**src/rtl/cpu_pkg.sv**
```systemverilog
// Shared datapath/controller definitions: control-word bit positions,
// PC source encodings and instruction field offsets.
package cpu_pkg;

    localparam int unsigned CW_WIDTH        = 17;
    localparam int unsigned CW_PCWRITECOND  = 16;
    localparam int unsigned CW_PCWRITE      = 15;
    localparam int unsigned CW_IORD         = 14;
    localparam int unsigned CW_MEMREAD      = 13;
    localparam int unsigned CW_MEMWRITE     = 12;
    localparam int unsigned CW_MEMTOREG     = 11;
    localparam int unsigned CW_IRWRITE      = 10;
    localparam int unsigned CW_PCSOURCE_HI  = 9;
    localparam int unsigned CW_PCSOURCE_LO  = 8;

    typedef enum logic [1:0] {
        PCSRC_ALU    = 2'b00,
        PCSRC_ALUOUT = 2'b01,
        PCSRC_JUMP   = 2'b10,
        PCSRC_HOLD   = 2'b11
    } pc_src_e;

    localparam int unsigned OPC_HI  = 31;
    localparam int unsigned OPC_LO  = 26;
    localparam int unsigned JTGT_HI = 25;

    localparam logic [5:0] OPC_NOOP = 6'b000000;

endpackage

```
**src/rtl/pc_ir_unit_pc_next_sel.sv**
```systemverilog
// Next-PC selection and PC write enable (PCWrite has priority over the
// branch-not-equal condition).
module pc_next_sel
    import cpu_pkg::*;
(
    input  logic [31:0]      i_pc,
    input  logic [JTGT_HI:0] i_ir_target,
    input  logic [31:0]      i_aluout,
    input  logic [31:0]      i_alu_result,
    input  pc_src_e          i_pc_source,
    input  logic             i_pc_write,
    input  logic             i_pc_write_cond,
    input  logic             i_alu_zero,
    output logic [31:0]      o_next_pc,
    output logic             o_pc_en
);

    always_comb begin
        o_next_pc = i_pc;
        unique case (i_pc_source)
            PCSRC_ALU:    o_next_pc = i_alu_result;
            PCSRC_ALUOUT: o_next_pc = i_aluout;
            PCSRC_JUMP:   o_next_pc = {i_pc[OPC_HI:OPC_LO], i_ir_target};
            PCSRC_HOLD:   o_next_pc = i_pc;
        endcase
    end

    assign o_pc_en = i_pc_write | (i_pc_write_cond & ~i_alu_zero);

endmodule

```
**src/rtl/pc_ir_unit.sv**
```systemverilog
// Multicycle datapath front end: PC, IR, MDR and ALUOut registers.
// Define PC_IR_INSTR_COUNT_EN to build the fetched-instruction counter.
module pc_ir_unit
    import cpu_pkg::*;
#(
    parameter logic [31:0] RESET_PC = 32'h0000_0000
) (
    input  logic                clk,
    input  logic                reset,
    input  logic [CW_WIDTH-1:0] ctrl_word,
    input  logic [31:0]         mem_rdata,
    input  logic [31:0]         alu_result,
    input  logic                alu_zero,
    output logic [5:0]          opcode,
    output logic [31:0]         ir,
    output logic [31:0]         pc,
    output logic [31:0]         mem_addr,
    output logic                mem_rd,
    output logic                mem_wr,
    output logic [31:0]         aluout,
    output logic [31:0]         mdr,
    output logic [31:0]         instr_count
);

    logic [31:0] r_pc;
    logic [31:0] r_ir;
    logic [31:0] r_aluout;
    logic [31:0] r_mdr;
    logic [31:0] w_next_pc;
    logic        w_pc_en;
    logic        w_ir_write;
    logic        w_mem_read;
    pc_src_e     w_pc_source;

    // MemtoReg and the ALU/register-file fields are consumed elsewhere.
    logic w_unused_ctrl;
    assign w_unused_ctrl = ^{ctrl_word[CW_MEMTOREG], ctrl_word[7:0]};

    assign w_ir_write  = ctrl_word[CW_IRWRITE];
    assign w_mem_read  = ctrl_word[CW_MEMREAD];
    assign w_pc_source = pc_src_e'(ctrl_word[CW_PCSOURCE_HI:CW_PCSOURCE_LO]);

    pc_next_sel u_pc_next_sel (
        .i_pc            (r_pc),
        .i_ir_target     (r_ir[JTGT_HI:0]),
        .i_aluout        (r_aluout),
        .i_alu_result    (alu_result),
        .i_pc_source     (w_pc_source),
        .i_pc_write      (ctrl_word[CW_PCWRITE]),
        .i_pc_write_cond (ctrl_word[CW_PCWRITECOND]),
        .i_alu_zero      (alu_zero),
        .o_next_pc       (w_next_pc),
        .o_pc_en         (w_pc_en)
    );

    always_ff @(posedge clk) begin
        if (reset) begin
            r_pc     <= RESET_PC;
            r_ir     <= '0;
            r_aluout <= '0;
            r_mdr    <= '0;
        end else begin
            r_aluout <= alu_result;
            if (w_ir_write) r_ir <= mem_rdata;
            if (w_mem_read && !w_ir_write) r_mdr <= mem_rdata;
            if (w_pc_en) r_pc <= w_next_pc;
        end
    end

`ifdef PC_IR_INSTR_COUNT_EN
    logic [31:0] r_instr_count;

    always_ff @(posedge clk) begin
        if (reset) begin
            r_instr_count <= '0;
        end else if (w_ir_write && (mem_rdata[OPC_HI:OPC_LO] != OPC_NOOP)) begin
            r_instr_count <= r_instr_count + 32'd1;
        end
    end

    assign instr_count = r_instr_count;
`else
    assign instr_count = '0;
`endif

    assign pc       = r_pc;
    assign ir       = r_ir;
    assign aluout   = r_aluout;
    assign mdr      = r_mdr;
    assign opcode   = r_ir[OPC_HI:OPC_LO];
    assign mem_addr = ctrl_word[CW_IORD] ? r_aluout : r_pc;
    assign mem_rd   = w_mem_read;
    assign mem_wr   = ctrl_word[CW_MEMWRITE];

endmodule

```
**config.mk**
```make
export PLATFORM = sky130hd
export DESIGN_NAME = pc_ir_unit
export DESIGN_NICKNAME = d
export VERILOG_FILES = /design/src/rtl/cpu_pkg.sv /design/src/rtl/pc_ir_unit_pc_next_sel.sv /design/src/rtl/pc_ir_unit.sv
export SDC_FILE = /design/constraint.sdc
export NUM_CORES = 1
export LEC_CHECK = 0
export ABC_AREA = 1
export CAP_MARGIN = 20
export CORE_MARGIN = 2
export CORE_UTILIZATION = 35
export DETAILED_ROUTE_END_ITERATION = 6
export DONT_BUFFER_PORTS = 1
export PLACE_DENSITY = 0.53
export SYNTH_ARGS = -nofsm -noshare
export SYNTH_HDL_FRONTEND = slang
export SYNTH_SLANG_ARGS = --single-unit
```
**constraint.sdc**
```tcl
create_clock -name clk -period 1.7 [get_ports clk]
set_clock_uncertainty 0.1 [all_clocks]
set_input_delay 0.51 -clock clk [delete_from_list [all_inputs] [get_ports clk]]
set_output_delay 0.51 -clock clk [all_outputs]
set_load 0.02 [all_outputs]
```
# Yosys cells after proc, flatten, opt, wreduce, memory -nomap -nowiden
# Cells that the tools add are included.
dict set report word_totals {
  rom_bits 0
  register_bits 128
  latchBits 0
  output_inout_bits 200
  ramBits 0
  input_bits 84
  mem_count 0
  wordCells 20
}
dict set report classes {
  n_reduce_logical 5
  n_bitwise 5
  n_addsub 0
  shift 0
  n_eq_ne 3
  n_mux 2
  n_lt_le_gt_ge 0
  mul 0
  n_div 0
}
# cell n
set op_table {}
lappend op_table {{$pmux 32 s3} 1}
lappend op_table {{$mux 32} 1}
lappend op_table {{$eq 2x2->1 const B} 2}
lappend op_table {{$not 1->1} 3}
lappend op_table {{$reduce_and 3->1} 1}
lappend op_table {{$eq 2x1->1 const B} 1}
lappend op_table {{$logic_not 2->1} 1}
lappend op_table {{$reduce_and 2->1} 1}
lappend op_table {{$and 1x1->1} 1}
lappend op_table {{$logic_and 1x1->1} 1}
lappend op_table {{$logic_not 1->1} 1}
lappend op_table {{$or 1x1->1} 1}

# Depth between registers and ports, before layout
dict set report depth {
  word_depth 4
  ltp_mapped 9
  mapped_depth_nobuf 7
}

# Hierarchy
# Synthesis repeated with hierarchy kept, for this count alone.
dict set report unflattened {
  cells_unflattened 878
  hier_area_um2 6104.6
}
# mod cells_per_inst seq_area_each_um2 area_each_um2 instances
set by_module_without_submodules {}
lappend by_module_without_submodules {pc_ir_unit 698 2562.5 5172.5 1}
lappend by_module_without_submodules {pc_next_sel 180 0.0 932.1 1}

# Worst setup path after synthesis
# Ideal clock, no wire load.
dict set report synth_path {
  kind {input to output}
  start {input ctrl_word[14]}
  end {output mem_addr[23]}
  stages 3
  t_arrival_ns 1.328
  path_slack_ns -0.238
  path_buffers 2
  required_ns 1.090
  path_cell_list {buf_2 clkbuf_1 o21ai_0}
}
dict set report synth_between {
  elab_chain_len 1
}
# item line_no
set synth_rtl {}
lappend synth_rtl {{start: declaration} pc_ir_unit.sv:10} ;# input logic [CW_WIDTH-1:0] ctrl_word,
lappend synth_rtl {{$mux 32} pc_ir_unit.sv:91} ;# assign mem_addr = ctrl_word[CW_IORD] ? r_aluout : r_pc;
lappend synth_rtl {{end: declaration} pc_ir_unit.sv:17} ;# output logic [31:0] mem_addr,
# No other way between the ends.

# Final worst setup path
dict set report layout_path {
  start {register r_pc[1], in the netlist pc[1]}
  end {output mem_addr[1]}
}
dict set report layout_between {
  elab_chain_len 1
}
# item line_no
set layout_rtl {}
lappend layout_rtl {{start: declaration} pc_ir_unit.sv:25} ;# logic [31:0] r_pc;
lappend layout_rtl {{start signal: assignment} pc_ir_unit.sv:66} ;# if (w_pc_en) r_pc <= w_next_pc;
lappend layout_rtl {{$mux 32} pc_ir_unit.sv:91}
# No other way between the ends.

==> impl_metrics.ini <==
[run_status]
outcome = finished, final reports clean

[place]
placed_cell_area_mm2 = 0.00654
place.gp.congestion = 0.795
numPortBuffers = 0
dp_hpwl_mm = 12.3
dp_cells = 1106
pre_cts_ws_ps = 67.3

[clock_network]
cts.htree.levels = 4
clkTransAtPathRegs_ps = 60
clk_latency_ps = 410
cts-root-buf = clkbuf_16
clockBufferDepth = 2
numCtsBuffers = 17
cts_sinks = 128
cts_tree = yes

[synth]
synth_seq_cells = 128
yosys.area.top_type = dfxtp_1
yosysMostFrequentCell = nor2_1
async_reset_ff_frac = 0
synth_area_mm2 = 0.00583
synth-main-ff-cell = dfxtp_1
yosys-top-cells-area = dfxtp_1 44%, nor2_1 14%, nand2_1 11%, o21ai_0 8.3%, buf_4 6.4%
yosysWarnings = 0
ys_top_cells_by_count = 225 x nor2_1, 176 x nand2_1, 128 x dfxtp_1
synth_top_area_frac = 0.440
ys_types = 16
synth.avg_cell_area_um2 = 6.76
ys_seq_area_frac = 0.440
synth_cells = 862
synth_edf_count = 0

[worst_setup_path]
cp_data_arrival_time_ps = 1080
path_class = register to primary output
cp_data_required_time_ps = 1090
r2r_cells = 4
path_cells = inv_2 -> o21ai_2 -> buf_6
critPathMaxFanout = 2
crit_family = flip-flops
path_buf_inv = 2
setup.worst_path.end_class = primary output
cpPeakStageDelay_ps = 340
worstSetupPathDepth = 3
worst_path_max_delay_cell = dfxtp_2
crit_path_start_kind = register

[layout]
n_antenna_cell = 0
layout.nets = 1001
drive_above_1_share = 0.214
final_cell_count_no_fill = 1147
area_growth_pct = 26.9
fin_area_mm2 = 0.00740

[timing]
layout_min_cycle_time_ps = 1690
setup_viol = 0
hold_ws_ps = 63.4
timing.final.crit_share = 0.996
fmax_mhz = 591
setup_ws_ps = 6.95
rsz0062_at_grt = true
slew_violations = 0
finalHoldViolations = 0

[floorplan]
num_io_pins = 284
start_util = 0.355
fp.dieH_um = 133
core_mm2 = 0.0164
die_w_um = 133
rows = 47
die_area_mm2 = 0.0177

[detailed_routing]
totalWireLength_mm = 17.9
antenna_left = 0
dr.pass1.iters = 4
drt_iter0_markers = 311
wl_per_cell_um = 15.6
via_per_inst = 4.53
drc_errors = 0
vias = 5199

[min_path]
whs_path_depth = 1
hp-class = input port to register

[grt]
grt_max_degree = 70
grt_pass1_vias = 4717
overflow = 0
grt_usage = 0.198
grt_first_pass_wirelength_mm = 27.2
grt_antenna_before_repair = 0

[pwr]
p_per_area_mw_per_mm2 = 1220
leakage_nw = 3.46
ir_worst_vdd_mv = 0.617

[flow_run]
cap_violations = 0
## metal layers
metal	up-vias	routed length (um)	global-route usage
li1	2689	-	-
met1	2304	8040	0.262
met2	195	7950	0.299
met3	11	1720	0.0728
met4	0	178	0.0657
met5	-	0	0
## report_power, final
| group | internal (mW) | switching, mW |
|---|---|---|
| Combinational | 0.495 | 0.867 |
| Sequential | 3.22 | 0.294 |
| Clock | 2.64 | 1.50 |
## area by class of cell
class,count,area (um2)
Timing Repair Buffer,95,852
Multi-Input combinational cell,599,2750
Clock inverter,14,228
Inverter,73,274
Sequential cell,128,2590
Fill cell,1708,9010
Tap cell,220,275
Clock buffer,18,429
## timing repair
action                     in CTS  in global routing
setup buffers                   5                  4
gates cloned                    0                  0
pin swaps                       6                 13
hold buffers                    0                  0
setup endpoints to repair      17                 27
resized for setup              23                 39
## cells by family after synthesis
| logic type | after synthesis | share of synthesized area |
|---|---|---|
| AO/OA/AOI/OAI | 128 | 0.110 |
| buffers and inverters | 166 | 0.152 |
| flip-flops | 128 | 0.440 |
| other | 1 | 0.000643 |
| adder cells (fa/ha/maj) | 3 | 0.00644 |
| AND/OR/NAND/NOR | 436 | 0.291 |
## state kept, by name, summed over array words and instances, names as in the netlist
signal and count:
aluout 32, ir 32, mdr 32, pc 32
## worst paths after layout
check,start,end,slack [ps]
setup / recovery,pc[1],mem_addr[1],7
hold / removal,reset,aluout[31],60
hold reg to reg,pc[0],pc[0],430
setup reg to reg,ir[1],pc[1],500
## placed cells by master (no fill, tap or decap)
master,instances
o21ai_2,13
a21oi_1,26
bufinv_16,5
dfxtp_1,110
o21ai_1,6
buf_4,79
ha_1,2
buf_6,7
o21ai_0,65
dfxtp_4,1
inv_1,54
nand3_1,32
nor2_1,225
dfxtp_2,17
ha_2,1
inv_8,1
clkbuf_16,17
nand2_1,176
clkbuf_1,1
clkinvlp_4,3
o21ai_4,18
inv_6,5
buf_12,9
conb_1,32
inv_2,19
nand2_4,3
## worst reg2reg max path: stages (launching register included)
cell and delay, ps:
dfxtp_1 520, nand2_1 170, a21oi_1 180, nor2_1 70
nor2_1 90
## per-stage QoR
step | TNS, ps | total power, mW | util
final | 0 | 9.01 | 0.451
after detailed placement | 0 | 4.88 | 0.398
after CTS | -30.5 | 9.06 | 0.443
after floorplan | -1500 | 4.58 | -
after global routing | -187 | 9.37 | 0.451
after global placement | 0 | 4.87 | 0.398
Power figures use the tool's default switching activity.
